--- config.mk ---
export PLATFORM = sky130hd
export DESIGN_NAME = hamming_dec
export DESIGN_NICKNAME = d
export VERILOG_FILES = /design/src/rtl/hamming_dec.sv
export SDC_FILE = /design/constraint.sdc
export NUM_CORES = 1
export LEC_CHECK = 0
export ABC_AREA = 1
export CAP_MARGIN = 5
export CORE_MARGIN = 2
export CORE_UTILIZATION = 35
export CTS_CLUSTER_DIAMETER = 100
export CTS_CLUSTER_SIZE = 8
export DETAILED_ROUTE_END_ITERATION = 8
export REMOVE_ABC_BUFFERS = 1
export SLEW_MARGIN = 20
export SYNTH_ARGS = -nofsm -noshare
export SYNTH_HDL_FRONTEND = slang
export SYNTH_SLANG_ARGS = --single-unit
--- constraint.sdc ---
create_clock -name clk -period 2.1 [get_ports clk]
set_clock_uncertainty 0.2 [all_clocks]
set_input_delay 0.42 -clock clk [delete_from_list [all_inputs] [get_ports clk]]
set_output_delay 0.42 -clock clk [all_outputs]
set_load 0.03 [all_outputs]
--- src/rtl/hamming_dec.sv ---
// hamming_dec: pipelined single-error-correcting Hamming decoder with saturating error counters
module hamming_dec #(
  parameter int K = 4,
  parameter int CNT_W = 16,
  localparam int R = K <= 1 ? 2 : K <= 4 ? 3 : K <= 11 ? 4 : K <= 26 ? 5 : K <= 57 ? 6 : K <= 120 ? 7 : 8,
  localparam int N = K + R
) (
  input  logic             clk,
  input  logic             rst,
  input  logic [N-1:0]     din,
  input  logic             din_val,
  input  logic             cnt_clr,
  output logic [K-1:0]     dout,
  output logic             dout_val,
  output logic             err_corr,
  output logic             err_unc,
  output logic [CNT_W-1:0] cnt_corr,
  output logic [CNT_W-1:0] cnt_unc
);
  // codeword position (1-based) of data bit k: the k-th non-power-of-two position
  function automatic int dpos(int k);
    int c = 0;
    int r = 0;
    for (int p = 1; p <= N; p++)
      if ((p & (p - 1)) != 0) begin
        if (c == k) r = p;
        c++;
      end
    return r;
  endfunction

  logic [N-1:0] s1_cw;
  logic [R-1:0] s1_syn;
  logic         s1_val;
  logic [R-1:0] syn;
  logic [N-1:0] fix;
  logic [K-1:0] data;
  logic         s_corr;
  logic         s_unc;

  // syndrome is the XOR of the indices of all set positions
  always_comb begin
    syn = '0;
    for (int i = 1; i <= N; i++) syn = din[i-1] ? syn ^ R'(i) : syn;
  end

  // classify the stage-1 syndrome and flip the addressed position
  always_comb begin
    s_corr = s1_syn != '0 && s1_syn <= R'(N);
    s_unc  = s1_syn > R'(N);
    fix    = s1_cw;
    for (int i = 1; i <= N; i++) fix[i-1] = (s_corr && s1_syn == R'(i)) ? ~s1_cw[i-1] : s1_cw[i-1];
  end

  for (genvar g = 0; g < K; g++) begin : g_data
    assign data[g] = fix[dpos(g)-1];
  end

  // stage 1: capture codeword and syndrome
  always_ff @(posedge clk or negedge rst)
    if (!rst) begin
      s1_val <= 1'b0;
      s1_cw  <= '0;
      s1_syn <= '0;
    end else begin
      s1_val <= din_val;
      s1_cw  <= din_val ? din : s1_cw;
      s1_syn <= din_val ? syn : s1_syn;
    end

  // stage 2: corrected data and flags, held between words
  always_ff @(posedge clk or negedge rst)
    if (!rst) begin
      dout_val <= 1'b0;
      dout     <= '0;
      err_corr <= 1'b0;
      err_unc  <= 1'b0;
    end else begin
      dout_val <= s1_val;
      dout     <= s1_val ? data : dout;
      err_corr <= s1_val ? s_corr : err_corr;
      err_unc  <= s1_val ? s_unc : err_unc;
    end

  // saturating link-quality counters; clear wins over increment
  always_ff @(posedge clk or negedge rst)
    if (!rst) begin
      cnt_corr <= '0;
      cnt_unc  <= '0;
    end else begin
      cnt_corr <= cnt_clr ? '0 : (dout_val && err_corr && !(&cnt_corr)) ? cnt_corr + CNT_W'(1) : cnt_corr;
      cnt_unc  <= cnt_clr ? '0 : (dout_val && err_unc && !(&cnt_unc)) ? cnt_unc + CNT_W'(1) : cnt_unc;
    end
endmodule

# After elaboration in Yosys (flattened, before gate mapping)
# Cells that the tools add are included.
# totals
regBits,50
input_bits,11
output_inout_bits,39
word_cells,58
# op_classes
n_addsub,2
order_cmp,2
eq_ne,4
mux,15
bitwise_logic,10
n_reduce_logical,16
# ops
op,count
16-bit 2-to-1 mux,4
16-bit by 1-bit adder with 16-bit output (second input constant),2
16-bit AND reduction,2
3-bit 2-to-1 mux,4
3-bit equality test (second input constant),3
1-bit logical AND,9
2-bit NOT,3
1-bit 2-to-1 mux,5
2-bit 2-to-1 mux,2
1-bit NOT,4
2-bit nonzero test,2
3-bit by 2-bit equality test with 1-bit output (second input constant),1
3-bit greater-than comparator (second input constant),1
3-bit less-or-equal comparator (second input constant),1
3-bit NOT,1
3-bit nonzero test,1
1-bit logical NOT,2
1-bit NOT (first input constant),2

# Logic depth before layout (Yosys ltp)
# logic_depth
depth_word,11
depth_mapped,10
ltp_nobuf,10

# Worst setup path after synthesis
# No wires, ideal clock.
# synth_timing
path_type,register -> register
from,register cnt_unc[1]
to,register cnt_unc[2]
setup_ns,0.066
arrival_time_ns,1.682
required_time_ns,1.834
setup_slack_ns,0.152
stages_incl_launch_ff,11
cell_sequence,dfrtp_1 > ha_1 > nand2_2 > nor2_2 > nand2_2 > nor2_4 > nor2_4 > nor2_8 > buf_6 > nand2_1 > nand2_1
# synth_via
elab_chain_len,4
elab_cells_between_ends,7
# synth_rtl
item,line_no,text
start: declaration,18,output logic [CNT_W-1:0] cnt_unc
start signal: assignment,92,cnt_unc <= cnt_clr ? '0 : (dout_val && err_unc && !(&cnt_unc)) ? cnt_unc + CNT_W'(1) : cnt_unc;
branches (longest 4 deep; another with 16-bit by 1-bit adder with 16-bit output),--,
# Several ways; the timed one is not identified. The select of a mux whose other input is x is not followed.
# A chain may end at the register's enable or synchronous reset.

# Worst setup path after layout
# layout_timing
from,register cnt_unc[11]
to,output cnt_unc[11]
# No word-level cell between the ends.

==> summary.md <==
| Metric | Value |
|---|---|
| Outcome | `complete, no violations` |
| Area fraction of the dominant cell type after synthesis | `0.423` |
| Final hold vios | `0` |
| Uppermost layer routed | `met4` |
| Setup Crit Path Kind | `flip-flop to output port` |
| Ys Warns | `0` |
| Initial drt markers | `58` |
| Netlist cell types | `27` |
| Crit path cell chain | `clkdlybuf4s50_1` |
| Peak Freq | `about 0.5 GHz` |
| Int Power | `1330 uW` |
| Static Leak | `roughly 0.0020 uW` |
| CP Capture Type | `output port` |
| Final Util | `0.463` |
| Hold Path Cell Cnt | `0` |
| Critical Path RT | `between 1 and 1.5 ns` |
| WP data arrival | `between 1 and 1.5 ns` |
| Top cells by count, synth | `137 x nand2_1, 47 x dfrtp_1, 36 x inv_1` |
| Pin count of the biggest net entering global routing | `23` |
| Post-Synthesis Cells | `between 300 and 400` |
| Dominant cell type by area after synthesis | `dfrtp_1` |
| Final HPWL from detailed placement | `~4700 um` |
| Max-cap viol count | `0` |
| Area contributors post-synth | `dfrtp_1 42%, nand2_1 19%, xor2_1 6.0%, nand3_1 5.2%, inv_1 4.9%` |
| Slew headroom | `0.542` |
| Initial Util | `0.359` |
| R2R depth | `9` |
| Die Area | `~8700 um2` |
| Worst-Margin Slew | `approximately 0.69 ns` |
| Metal1 wirelength | `2980 um` |
| DR vias | `about 2500` |
| Final Max Slew Viols | `0` |
| Routed wl met3 | `about 220 um` |
| Placement Rows | `32` |
| Register area share after synthesis | `0.423` |
| Overall die height | `93.1 um` |
| First-pass DRT Iterations | `4` |
| Mapped cell area | `~2800 um2` |
| Final ANT Viol Nets | `0` |
| Hold_sp | `s1_val` |
| Net Sw Frac | `0.285` |
| Startpoint Class | `flip-flop` |
| CP max-delay cell | `clkdlybuf4s50_1` |
| Critical R2R Launch | `cnt_corr[1]` |
| Final setup fails | `0` |
| Combinational power share | `0.149` |
| Area Growth Syn to Fin | `28.8%` |
| Total grt overflow | `0` |
| Crit Path Max Fanout | `5` |
| Setup TNS | `0 ns` |
| CTS tree | `yes` |
| N_diodes | `0` |
| Worst Hold Path EP | `dout_val` |
| CP bufs+invs | `1` |
| Final period utilization | `0.977` |
| Port Buffer Count | `49` |
| Sequential power share | `0.525` |
| TritonCTS Buffers | `5` |
| Final WL | `between 6000 and 7000 um` |
| Die width | `around 93 um` |
| Post-CTS setup buffer count | `0` |
| Met2 wire length | `between 3000 and 4000 um` |
| Post-route minimum period | `around 2.1 ns` |
| Clock Latency Late Sink | `0.30 ns` |
| Cell Pwr Density | `roughly 520 nW/um2` |
| I/O pin cnt | `50` |
| Async SR Flop Fraction | `1.00` |
| Syn Area/Cell | `about 7.5 um2` |
| Clock network fraction of total power | `0.326` |
| Worst r2r dst | `cnt_corr[12]` |
| CP top delay family | `buffers and inverters` |
| Reg-to-reg setup timing slack | `approximately 0.15 ns` |
| Number of global-route vias before repair | `approximately 2400` |
| Hold WS | `~0.26 ns` |
| Ys flop type | `dfrtp_1` |
| Worst-path clk slew | `about 0.090 ns` |
| Total power | `1860 uW` |
| CTS Root Buffer Type | `clkbuf_8` |
| Clk buf depth | `2` |
| RePlAce Congestion | `approximately 0.8` |
| Top-count cell post-synth | `nand2_1` |
| Maximum VDD drop | `0.275 mV` |
| Max stage delay on crit path | `0.70 ns` |
| Clock sinks | `47` |
| Avg WL per Cell | `between 10 and 15 um` |
| Detailed-route DRC error count | `0` |
| Post-synth EDFFs | `0` |
| GR Util All Layers | `0.156` |
| Hold crit path type | `flip-flop to flip-flop` |
| NetSw | `between 500 and 600 uW` |
| Nets@finish | `around 440` |
| #FFs+latches synth | `47` |
| First-pass GRT wire length | `approximately 11000 um` |
| Htree depth | `2` |
| RSZ-0062 raised after global routing | `no` |
| Core area | `roughly 7700 um2` |
| Initial antenna violation count | `0` |
| Via-to-Cell Ratio | `~4.7` |
| Fraction of layout cells with a size suffix above 1 | `0.100` |
## layout make-up
class	count	area [um2]
fill	758	4150
tap	102	128
clock buffer	6	82.6
multi-input combinational	280	1420
clock inverter	2	16.3
sequential	47	1180
inverter	37	139
timing repair buffer	58	612
## state kept, by name, indices dropped and copies added (netlist names)
register  cells
cnt_corr     16
s1_cw         4
err_corr      1
s1_val        1
dout_val      1
dout          4
err_unc       1
s1_syn        3
cnt_unc      16
## per-layer routing
metal | GRT usage | up-vias
li1 | - | 1288
met1 | 0.202 | 1140
met2 | 0.271 | 42
met3 | 0.0210 | 5
met4 | 0.0441 | 0
met5 | 0 | -
## per-stage QoR
stage,setup WS [ns],cells,area (um2)
after floorplan,0.134,364,2740
after global placement,0.173,523,3420
after detailed placement,0.144,523,3420
after CTS,0.00179,532,3530
after global routing,0.00111,532,3580
final,0.0486,532,3580
## power by group through the flow
stage / registers, uW / logic (uW) / clock network (uW)
after floorplan: 1040 / 96.3 / 0
after global placement: 993 / 279 / 0
after detailed placement: 994 / 282 / 0
after CTS: 976 / 284 / 628
after global routing: 981 / 304 / 673
final: 976 / 277 / 605
## cells by family (layout without fill, tap and decap cells)
logic type      Yosys count  in the layout  share of synthesized area
simple gates            239            239                      0.392
flops                    47             47                      0.423
buf+inv                  43            103                     0.0640
compound gates           14             14                     0.0293
xor+xnor                 21             21                     0.0662
fa+ha+maj                 2              2                    0.00901
mux                       4              4                     0.0162
## worst max-delay path by stage
stage,startpoint,to,slack (ns),depth (start not counted)
finish,cnt_unc[11],cnt_unc[11],0.05,1
global route,cnt_unc[11],cnt_unc[11],0.001,1
CTS,cnt_corr[7],cnt_corr[7],0.002,1
detailed placement,cnt_corr[1],cnt_corr[6],0.14,9
global placement,cnt_corr[1],cnt_corr[8],0.17,9
floorplan,cnt_corr[0],cnt_corr[8],0.13,9
## repair_timing
item	in CTS	in global routing
endpoints found under the hold margin	16	0
gates resized for setup	5	20
endpoints found under the setup margin	5	20
hold buffers	1	0
## cells in the final DEF, fill, tap and decap left out, types with 2 or more instances in the layout
master and n:
nand2_1 137, dfrtp_1 47, inv_1 36, nor2_1 31, nand3_1 29, clkdlybuf4s50_1 23, dlymetal6s2s_1 20, xor2_1 19
nand4_1 15, o21ai_0 8, buf_4 7, nor2_4 6, clkbuf_8 6, nand2_2 5, nor2_2 5, dlygate4sd2_1 5
nand3b_1 4, mux2_2 4, o21bai_1 3, or2_2 3, nor3_1 2, xnor2_1 2, ha_1 2
(Power assumes the default switching activity.)
